==> src/rtl/squares_pkg.sv <==
// -----------------------------------------------------------------------------
// squares_pkg
//   Grid geometry, pixel width and FSM state type shared by the square painter,
//   the framebuffer and the display stages.
//
//   GRID_W  : grid columns (power of two)
//   GRID_H  : grid rows
//   PIXEL_W : pixel width in bits, RGB 8:8:8
//   state_t : painter FSM states
// -----------------------------------------------------------------------------
package squares_pkg;

    localparam int unsigned GRID_W  = 32;
    localparam int unsigned GRID_H  = 16;
    localparam int unsigned PIXEL_W = 24;

    typedef enum logic [1:0] {
        IDLE  = 2'd0,
        CLEAR = 2'd1,
        DRAW  = 2'd2,
        DONE  = 2'd3
    } state_t;

endpackage

==> src/rtl/square_painter.sv <==
// -----------------------------------------------------------------------------
// square_painter
//   Fills axis-aligned squares of a single colour into a GRID_W x GRID_H
//   framebuffer, one pixel write per clock, and can zero the whole grid.
//   A full clear runs automatically after reset.
//
// Parameters
//   A       : framebuffer address width
//   S       : pixel width (RGB 8:8:8)
//   GRID_W  : grid columns, power of two
//   GRID_H  : grid rows (GRID_W*GRID_H <= 512)
//
// Ports
//   clock, reset_n          : clock (rising edge), async active-low reset
//   cmd_valid / cmd_ready   : draw-command handshake
//   cmd_x, cmd_y, cmd_size  : top-left cell and side length of the square
//   cmd_color               : fill colour
//   clear_req               : one-cycle request to zero the grid (IDLE only)
//   address_in, data_in,
//   wren                    : framebuffer write port (registered)
//   busy                    : high whenever not IDLE
//   done                    : one-cycle pulse when a draw or clear finishes
// -----------------------------------------------------------------------------
module square_painter #(
    parameter int unsigned A      = 10,
    parameter int unsigned S      = squares_pkg::PIXEL_W,
    parameter int unsigned GRID_W = squares_pkg::GRID_W,
    parameter int unsigned GRID_H = squares_pkg::GRID_H
) (
    input  logic         clock,
    input  logic         reset_n,
    input  logic         cmd_valid,
    output logic         cmd_ready,
    input  logic [4:0]   cmd_x,
    input  logic [3:0]   cmd_y,
    input  logic [4:0]   cmd_size,
    input  logic [S-1:0] cmd_color,
    input  logic         clear_req,
    output logic [A-1:0] address_in,
    output logic [S-1:0] data_in,
    output logic         wren,
    output logic         busy,
    output logic         done
);
    import squares_pkg::*;

    localparam int unsigned CELLS = GRID_W * GRID_H;
    localparam int unsigned CLR_W = $clog2(CELLS) + 1;

    state_t         state, state_next;
    logic [CLR_W-1:0] clr_cnt, clr_cnt_next;
    logic [5:0]     col, col_next;
    logic [5:0]     row, row_next;
    logic           wren_next;
    logic [A-1:0]   addr_next;
    logic [S-1:0]   data_next;

    // Command fields captured on acceptance
    logic           latch_en;
    logic [4:0]     x_lat;
    logic [3:0]     y_lat;
    logic [4:0]     size_lat;
    logic [S-1:0]   color_lat;

    logic [5:0]     x_sum, y_sum, x_end, y_end;
    logic           empty;
    logic           accept;
    logic           cmd_empty;

    function automatic logic [A-1:0] cell_addr(input logic [5:0] r, input logic [5:0] c);
        return A'(32'(r) * GRID_W + 32'(c));
    endfunction

    assign cmd_ready = (state == IDLE) && !clear_req;
    assign busy      = (state != IDLE);
    assign done      = (state == DONE);
    assign accept    = cmd_valid && cmd_ready;

    // Square extent, one bit wider than the operands so x+size-1 cannot wrap,
    // then clipped to the last column/row of the grid.
    assign x_sum = {1'b0, x_lat} + {1'b0, size_lat} - 6'd1;
    assign y_sum = {2'b00, y_lat} + {1'b0, size_lat} - 6'd1;
    assign x_end = (32'(x_sum) > GRID_W - 1) ? 6'(GRID_W - 1) : x_sum;
    assign y_end = (32'(y_sum) > GRID_H - 1) ? 6'(GRID_H - 1) : y_sum;

    assign empty     = (size_lat == 5'd0) || (32'(x_lat) >= GRID_W) || (32'(y_lat) >= GRID_H);
    assign cmd_empty = (cmd_size == 5'd0) || (32'(cmd_x) >= GRID_W) || (32'(cmd_y) >= GRID_H);

    always_comb begin
        state_next   = state;
        clr_cnt_next = clr_cnt;
        col_next     = col;
        row_next     = row;
        wren_next    = 1'b0;
        addr_next    = address_in;
        data_next    = data_in;
        latch_en     = 1'b0;

        unique case (state)
            IDLE: begin
                if (clear_req) begin
                    state_next   = CLEAR;
                    clr_cnt_next = '0;
                end else if (accept) begin
                    // The first pixel is emitted straight from the command
                    // inputs so the write lands the cycle after acceptance.
                    state_next = DRAW;
                    latch_en   = 1'b1;
                    col_next   = {1'b0, cmd_x};
                    row_next   = {2'b00, cmd_y};
                    if (!cmd_empty) begin
                        wren_next = 1'b1;
                        addr_next = cell_addr({2'b00, cmd_y}, {1'b0, cmd_x});
                        data_next = cmd_color;
                    end
                end
            end

            CLEAR: begin
                if (32'(clr_cnt) == CELLS) begin
                    state_next = DONE;
                end else begin
                    wren_next    = 1'b1;
                    addr_next    = A'(clr_cnt);
                    data_next    = '0;
                    clr_cnt_next = clr_cnt + 1'b1;
                end
            end

            DRAW: begin
                // col/row hold the pixel written last cycle
                if (empty || (col == x_end && row == y_end)) begin
                    state_next = DONE;
                end else begin
                    if (col == x_end) begin
                        col_next = {1'b0, x_lat};
                        row_next = row + 6'd1;
                    end else begin
                        col_next = col + 6'd1;
                    end
                    wren_next = 1'b1;
                    addr_next = cell_addr(row_next, col_next);
                    data_next = color_lat;
                end
            end

            DONE: begin
                state_next = IDLE;
            end

            default: begin
                state_next = IDLE;
            end
        endcase
    end

    always_ff @(posedge clock or negedge reset_n) begin
        if (!reset_n) begin
            state      <= CLEAR;
            clr_cnt    <= '0;
            col        <= '0;
            row        <= '0;
            wren       <= 1'b0;
            address_in <= '0;
            data_in    <= '0;
        end else begin
            state      <= state_next;
            clr_cnt    <= clr_cnt_next;
            col        <= col_next;
            row        <= row_next;
            wren       <= wren_next;
            address_in <= addr_next;
            data_in    <= data_next;
        end
    end

    // Command capture carries no control meaning, so it is left unreset
    always_ff @(posedge clock) begin
        if (latch_en) begin
            x_lat     <= cmd_x;
            y_lat     <= cmd_y;
            size_lat  <= cmd_size;
            color_lat <= cmd_color;
        end
    end

endmodule

==> config.mk <==
export PLATFORM = sky130hd
export DESIGN_NAME = square_painter
export DESIGN_NICKNAME = d
export VERILOG_FILES = /design/src/rtl/squares_pkg.sv /design/src/rtl/square_painter.sv
export SDC_FILE = /design/constraint.sdc
export NUM_CORES = 1
export LEC_CHECK = 0
export CAP_MARGIN = 20
export CORE_MARGIN = 5
export CORE_UTILIZATION = 40
export DETAILED_ROUTE_END_ITERATION = 10
export PLACE_DENSITY = 0.67
export SYNTH_ARGS = -nofsm -noshare
export SYNTH_HDL_FRONTEND = slang
export SYNTH_SLANG_ARGS = --single-unit
==> constraint.sdc <==
create_clock -name clock -period 5 [get_ports clock]
set_clock_uncertainty 0.15 [all_clocks]
set_input_delay 1.25 -clock clock [delete_from_list [all_inputs] [get_ports clock]]
set_output_delay 1.25 -clock clock [all_outputs]
set_load 0.03 [all_outputs]
# Yosys cells after proc, flatten, opt, wreduce, memory -nomap -nowiden
# Cells that the tools add are included.
totals:
  regBits: 97
  out_inout_bits: 38
  input_bits: 42
  word_cells: 98
classes:
  n_reduce_logical: 16
  order_cmp: 2
  mux: 45
  add_sub_neg: 9
  n_eq_ne: 15
op_table:
  columns: ["cell", "n"]
  rows:
  - ["$mux W24", 5]
  - ["$mux W6", 14]
  - ["$pmux W24 S3", 1]
  - ["$mux W10", 7]
  - ["$pmux W10 S3", 1]
  - ["$pmux W6 S2", 2]
  - ["$pmux W10 S2", 1]
  - ["$ne A2 B2 Y1 const B", 8]
  - ["$add A6 B1 Y6 const B", 2]
  - ["$eq A6 B6 Y1", 2]
  - ["$sub A6 B1 Y6 const B", 2]
  - ["$add A10 B1 Y10 const B", 1]
  - ["$add A10 B6 Y10", 1]
  - ["$add A9 B5 Y10", 1]
  - ["$eq A10 B10 Y1 const B", 1]
  - ["$logic_not A5 Y1", 2]
  - ["$mux W1", 8]
  - ["$mux W2", 4]
  - ["$pmux W2 S4", 1]
  - ["$add A4 B5 Y6", 1]
  - ["$add A5 B5 Y6", 1]
  - ["$gt A6 B4 Y1 const B", 1]
  - ["$gt A6 B5 Y1 const B", 1]
  - ["$reduce_and A3 Y1", 2]
  - ["12 further kinds", 17]

# Logic depth before layout (Yosys ltp)
logic_depth:
  ltp_word: 12
  ltp_mapped: 19
  mapped_depth_nobuf: 18

# Least setup slack after synthesis
# No wires, ideal clock.
synth_path:
  kind: "reg-to-reg"
  start: "register size_lat[1]"
  end: "register address_in[7]"
  path_stages_with_launch: 19
  arrival_time_ns: 4.218
  setup_time_ns: 0.125
  setup_slack_ns: 0.507
  cell_sequence: "edfxtp_1 -> inv_1 -> ha_1 -> inv_1 -> ha_1 -> fa_1 -> nand2b_1 -> o31ai_1 -> or4_1 -> a221o_1 -> a211oi_4 -> buf_2 -> mux2_2 -> ha_1 -> xor2_1 -> a21o_1 -> a32oi_1 -> a21oi_1 -> mux2_2"
synth_between:
  elab_chain_cells: 11
  elab_cells_between_ends: 24
  classes_between: "add/sub: 5; order compare: 2; eq/ne: 3; mux: 10; reduce/logical: 4"
synth_lines:
  columns: ["element", "line_no", "text"]
  rows:
  - ["from (decl)", "square_painter.sv:62", "logic [4:0] size_lat;"]
  - ["from (signal assigned)", "square_painter.sv:182", "size_lat <= cmd_size;"]
  - ["$add A5 B5 Y6", "square_painter.sv:81", "assign x_sum = {1'b0, x_lat} + {1'b0, size_lat} - 6'd1;"]
  - ["$sub A6 B1 Y6", "square_painter.sv:81", null]
  - ["$gt A6 B5 Y1", "square_painter.sv:83", "assign x_end = (32'(x_sum) > GRID_W - 1) ? 6'(GRID_W - 1) : x_sum;"]
  - ["$mux W6", "square_painter.sv:83", null]
  - ["$eq A6 B6 Y1", "square_painter.sv:132, square_painter.sv:135", null]
  - ["$mux W6", "square_painter.sv:135", "if (col == x_end) begin"]
  - ["$mux W6", "square_painter.sv:132", "if (empty || (col == x_end && row == y_end)) begin"]
  - ["$mux W6", "square_painter.sv:99", "unique case (state)"]
  - ["$add A10 B6 Y10", "square_painter.sv:71", "return A'(32'(r) * GRID_W + 32'(c));"]
  - ["$mux W10", "square_painter.sv:132", null]
  - ["$pmux W10 S3", "square_painter.sv:99", null]
  - ["to (signal assigned)", "square_painter.sv:172", "address_in <= addr_next;"]
  - ["to (decl)", "square_painter.sv:39", "output logic [A-1:0] address_in,"]
# Several ways; a longest one is shown, not always the timed one. The select of a mux whose other input is x is not followed.
# A chain may end at the register's enable or synchronous reset.

# Worst setup path in the final report
layout_path:
  start: "register size_lat[1]"
  end: "register address_in[8]"
# Same word-level chain as after synthesis.

==> impl_metrics.yaml <==
sta:
  setup_viol: 0
  final.period_utilization_pct: 93.7
  clock.fmax_ghz: 0.213
  tightestPinTransition_ns: 0.967
  rsz0062_at_grt: "false"
  relSlewSlack_pct: 35.5
  slew_violations: 0
  tns_ns: 0
  post-route-min-period_ns: 4.69
  whs_ns: 0.346
  hold_viol_final: 0
global_routing:
  grt_pass1_wl_mm: 23.9
  grt_max_degree: 49
  grt_pass1_vias: 4728
  gr-total-overflow: 0
  antenna_found_initial: 0
  grtUsageTotal_pct: 18.1
worst_setup_path:
  required_ns: 5.14
  r2r-end: "address_in[8]$_DFFE_PN0P_"
  crit_path_end_kind: "flip-flop"
  reg2reg_from: "size_lat[1]$_DFFE_PP_"
  path_class: "flip-flop to flip-flop"
  reg2reg_depth: 18
  startpoint_type: "flip-flop"
  startpoint: "size_lat[1]$_DFFE_PP_"
  rrSetupSlack_ns: 0.31
  worstPathMaxFanout: 4
  worstPathArrival_ns: 4.83
logic_synthesis:
  async_flop_share_pct: 60.8
  synth-main-ff-cell: "dfrtp_1"
  syn_area_per_cell_um2: 9.88
  synth-edff-count: 38
  ys_seq_area_share_pct: 46.9
  synth.distinct_cells: 67
  syn_nets: 636
  synth_cells: 565
  syn-cell-area_um2: 5580
  yosys_warnings: 0
  synth_seq_cells: 97
cells_and_area:
  final_cells: 819
  antenna_cells: 0
  drive_gt1_share_pct: 7.36
  syn_to_final_growth_pct: 23.4
  nets: 705
  utilization_pct: 50.0
drt:
  dr_wl_met2_mm: 7.06
  ant_nets: 0
  met1_length_mm: 6.04
  drt_iter0_drc: 222
  highest_layer: "met4"
  drc_errors: 0
  wl_per_cell_um: 17.5
  routed_via_density: 5.50
  vias: 4504
  wl_met3_mm: 1.07
  dr.pass1.iters: 4
  routed_wl_mm: 14.3
power_and_ir_drop:
  peakVddDrop_uv: 422
  leakage_nw: 2.83
  p_per_area_nw_per_um2: 670
  power.total_mw: 4.61
cts:
  cts_resized: 0
  root_buffer: "clkbuf_16"
  cts_made_buffers: 9
  path_clk_slew_ns: 0.07
  cts_buffer_depth: 2
  clkSinkCount: 97
  clock_latency_ns: 0.35
  hold_buffers: 0
  cts_tree: "built"
  post-cts-setup-buffers: 0
  ctsHtreeMaxLevel: 3
placed_design:
  place_congestion: 0.881
  io_buffers: 79
  hpwlAfterDp_mm: 10.5
  dpl.cell_count: 802
floorplan:
  dieHeight_um: 128
  core-area_um2: 13800
  die_area_um2: 16400
  row_count: 43
  ioPinCount: 80
  start_util_pct: 40.5
  die_x_um: 128
run:
  maxCapViolCount: 0
hold_path:
  min_delay_worst_endpoint: "address_in[5]$_DFFE_PN0P_"
  holdPathStages: 1
  min_path_type: "flip-flop to flip-flop"
  hp-start: "address_in[5]$_DFFE_PN0P_"
run_status:
  status: "completed"
==> worst max path at each step <==
stage | endpoint | slack, ns | depth (start not counted)
after floorplan | address_in[7]$_DFFE_PN0P_ | 0.51 | 18
after global placement | address_in[8]$_DFFE_PN0P_ | 0.58 | 18
after detailed placement | address_in[8]$_DFFE_PN0P_ | 0.34 | 18
after CTS | address_in[8]$_DFFE_PN0P_ | 0.32 | 18
after global routing | address_in[8]$_DFFE_PN0P_ | 0.02 | 17
final | address_in[8]$_DFFE_PN0P_ | 0.31 | 18
==> cell type report <==
| type | count | area, um2 |
|---|---|---|
| repair buffers | 88 | 886 |
| inverters | 41 | 154 |
| clock inverters | 4 | 56.3 |
| multi-input cells | 397 | 2690 |
| fillers | 1299 | 6890 |
| well taps | 180 | 225 |
| clock buffers | 12 | 258 |
| flip-flops and latches | 97 | 2620 |
==> per-stage QoR <==
step                      worst slack [ns]  cell area [um2]
after floorplan                      0.507             5580
final                                0.313             6880
after detailed placement             0.343             6540
after CTS                            0.325             6860
after global routing                0.0155             6880
after global placement               0.576             6540
==> synth_stat cells (all sizes together) (9+ instances only) <==
cell / instances / share of area, %
mux2i: 16 / 2.9
dfrtp: 58 / 26
nand3: 16 / 1.4
clkbuf: 23 / 1.5
inv: 40 / 2.7
mux2: 12 / 2.4
o21ai: 10 / 0.90
nor2: 60 / 4.0
nor2b: 28 / 3.1
edfxtp: 38 / 20
xor2: 9 / 1.4
nand2: 25 / 1.7
a21oi: 74 / 6.7
ha: 27 / 6.1
==> where the power goes <==
part / internal [mW] / switching (mW) / leakage [nW]
Sequential: 1.09 / 0.221 / 1.06
Clock: 0.423 / 0.307 / 0.153
Combinational: 1.08 / 1.50 / 1.62
==> sequential cells by signal, indices dropped and copies added, names as in the netlist, 5 cells and up, named ones only <==
register and count:
address_in 10, clr_cnt 10, col 6, color_lat 24, data_in 24, row 5, size_lat 5, x_lat 5
==> logic make-up (layout without fill, tap and decap cells) <==
family | Yosys count | after routing | synth area share (%)
XOR/XNOR | 17 | 17 | 3.16
AND/OR/NAND/NOR | 178 | 178 | 16.2
flip-flops | 97 | 97 | 46.9
multiplexers | 28 | 28 | 5.29
AO/OA/AOI/OAI | 145 | 145 | 16.7
adder cells (fa/ha/maj) | 29 | 29 | 6.77
buffers and inverters | 71 | 145 | 4.93
==> placed cells by master, fill, tap and decap left out, types with 16 or more instances in the layout <==
master	synthesis	routed
nor2_1	60	60
ha_1	27	27
edfxtp_1	38	38
clkdlybuf4s50_1	0	78
nor2b_1	28	28
dfrtp_1	58	58
inv_1	40	40
a21oi_1	73	73
nand2_1	25	25
mux2i_1	16	16
nand3_1	16	16
==> per-layer routing <==
| metal | vias to the layer above | GRT usage, % |
|---|---|---|
| met5 | - | 0 |
| met4 | 0 | 5.18 |
| met3 | 13 | 6.50 |
| met2 | 131 | 30.0 |
| met1 | 2192 | 22.3 |
| li1 | 2168 | - |
==> critical path, cell delays in order (launching register included) <==
cell and delay, ns:
edfxtp_1 0.35, inv_1 0.07, ha_1 0.27, inv_1 0.04
ha_1 0.21, fa_1 0.40, nand2b_1 0.10, o31ai_1 0.09
or4_1 0.52, a221o_1 0.43, a211o_1 0.32, xnor2_1 0.15
ha_1 0.24, nand3_1 0.10, a2111oi_0 0.46, a211o_1 0.17
xnor3_1 0.21, o2111ai_1 0.18, o211a_1 0.17
Power figures use the tool's default switching activity.
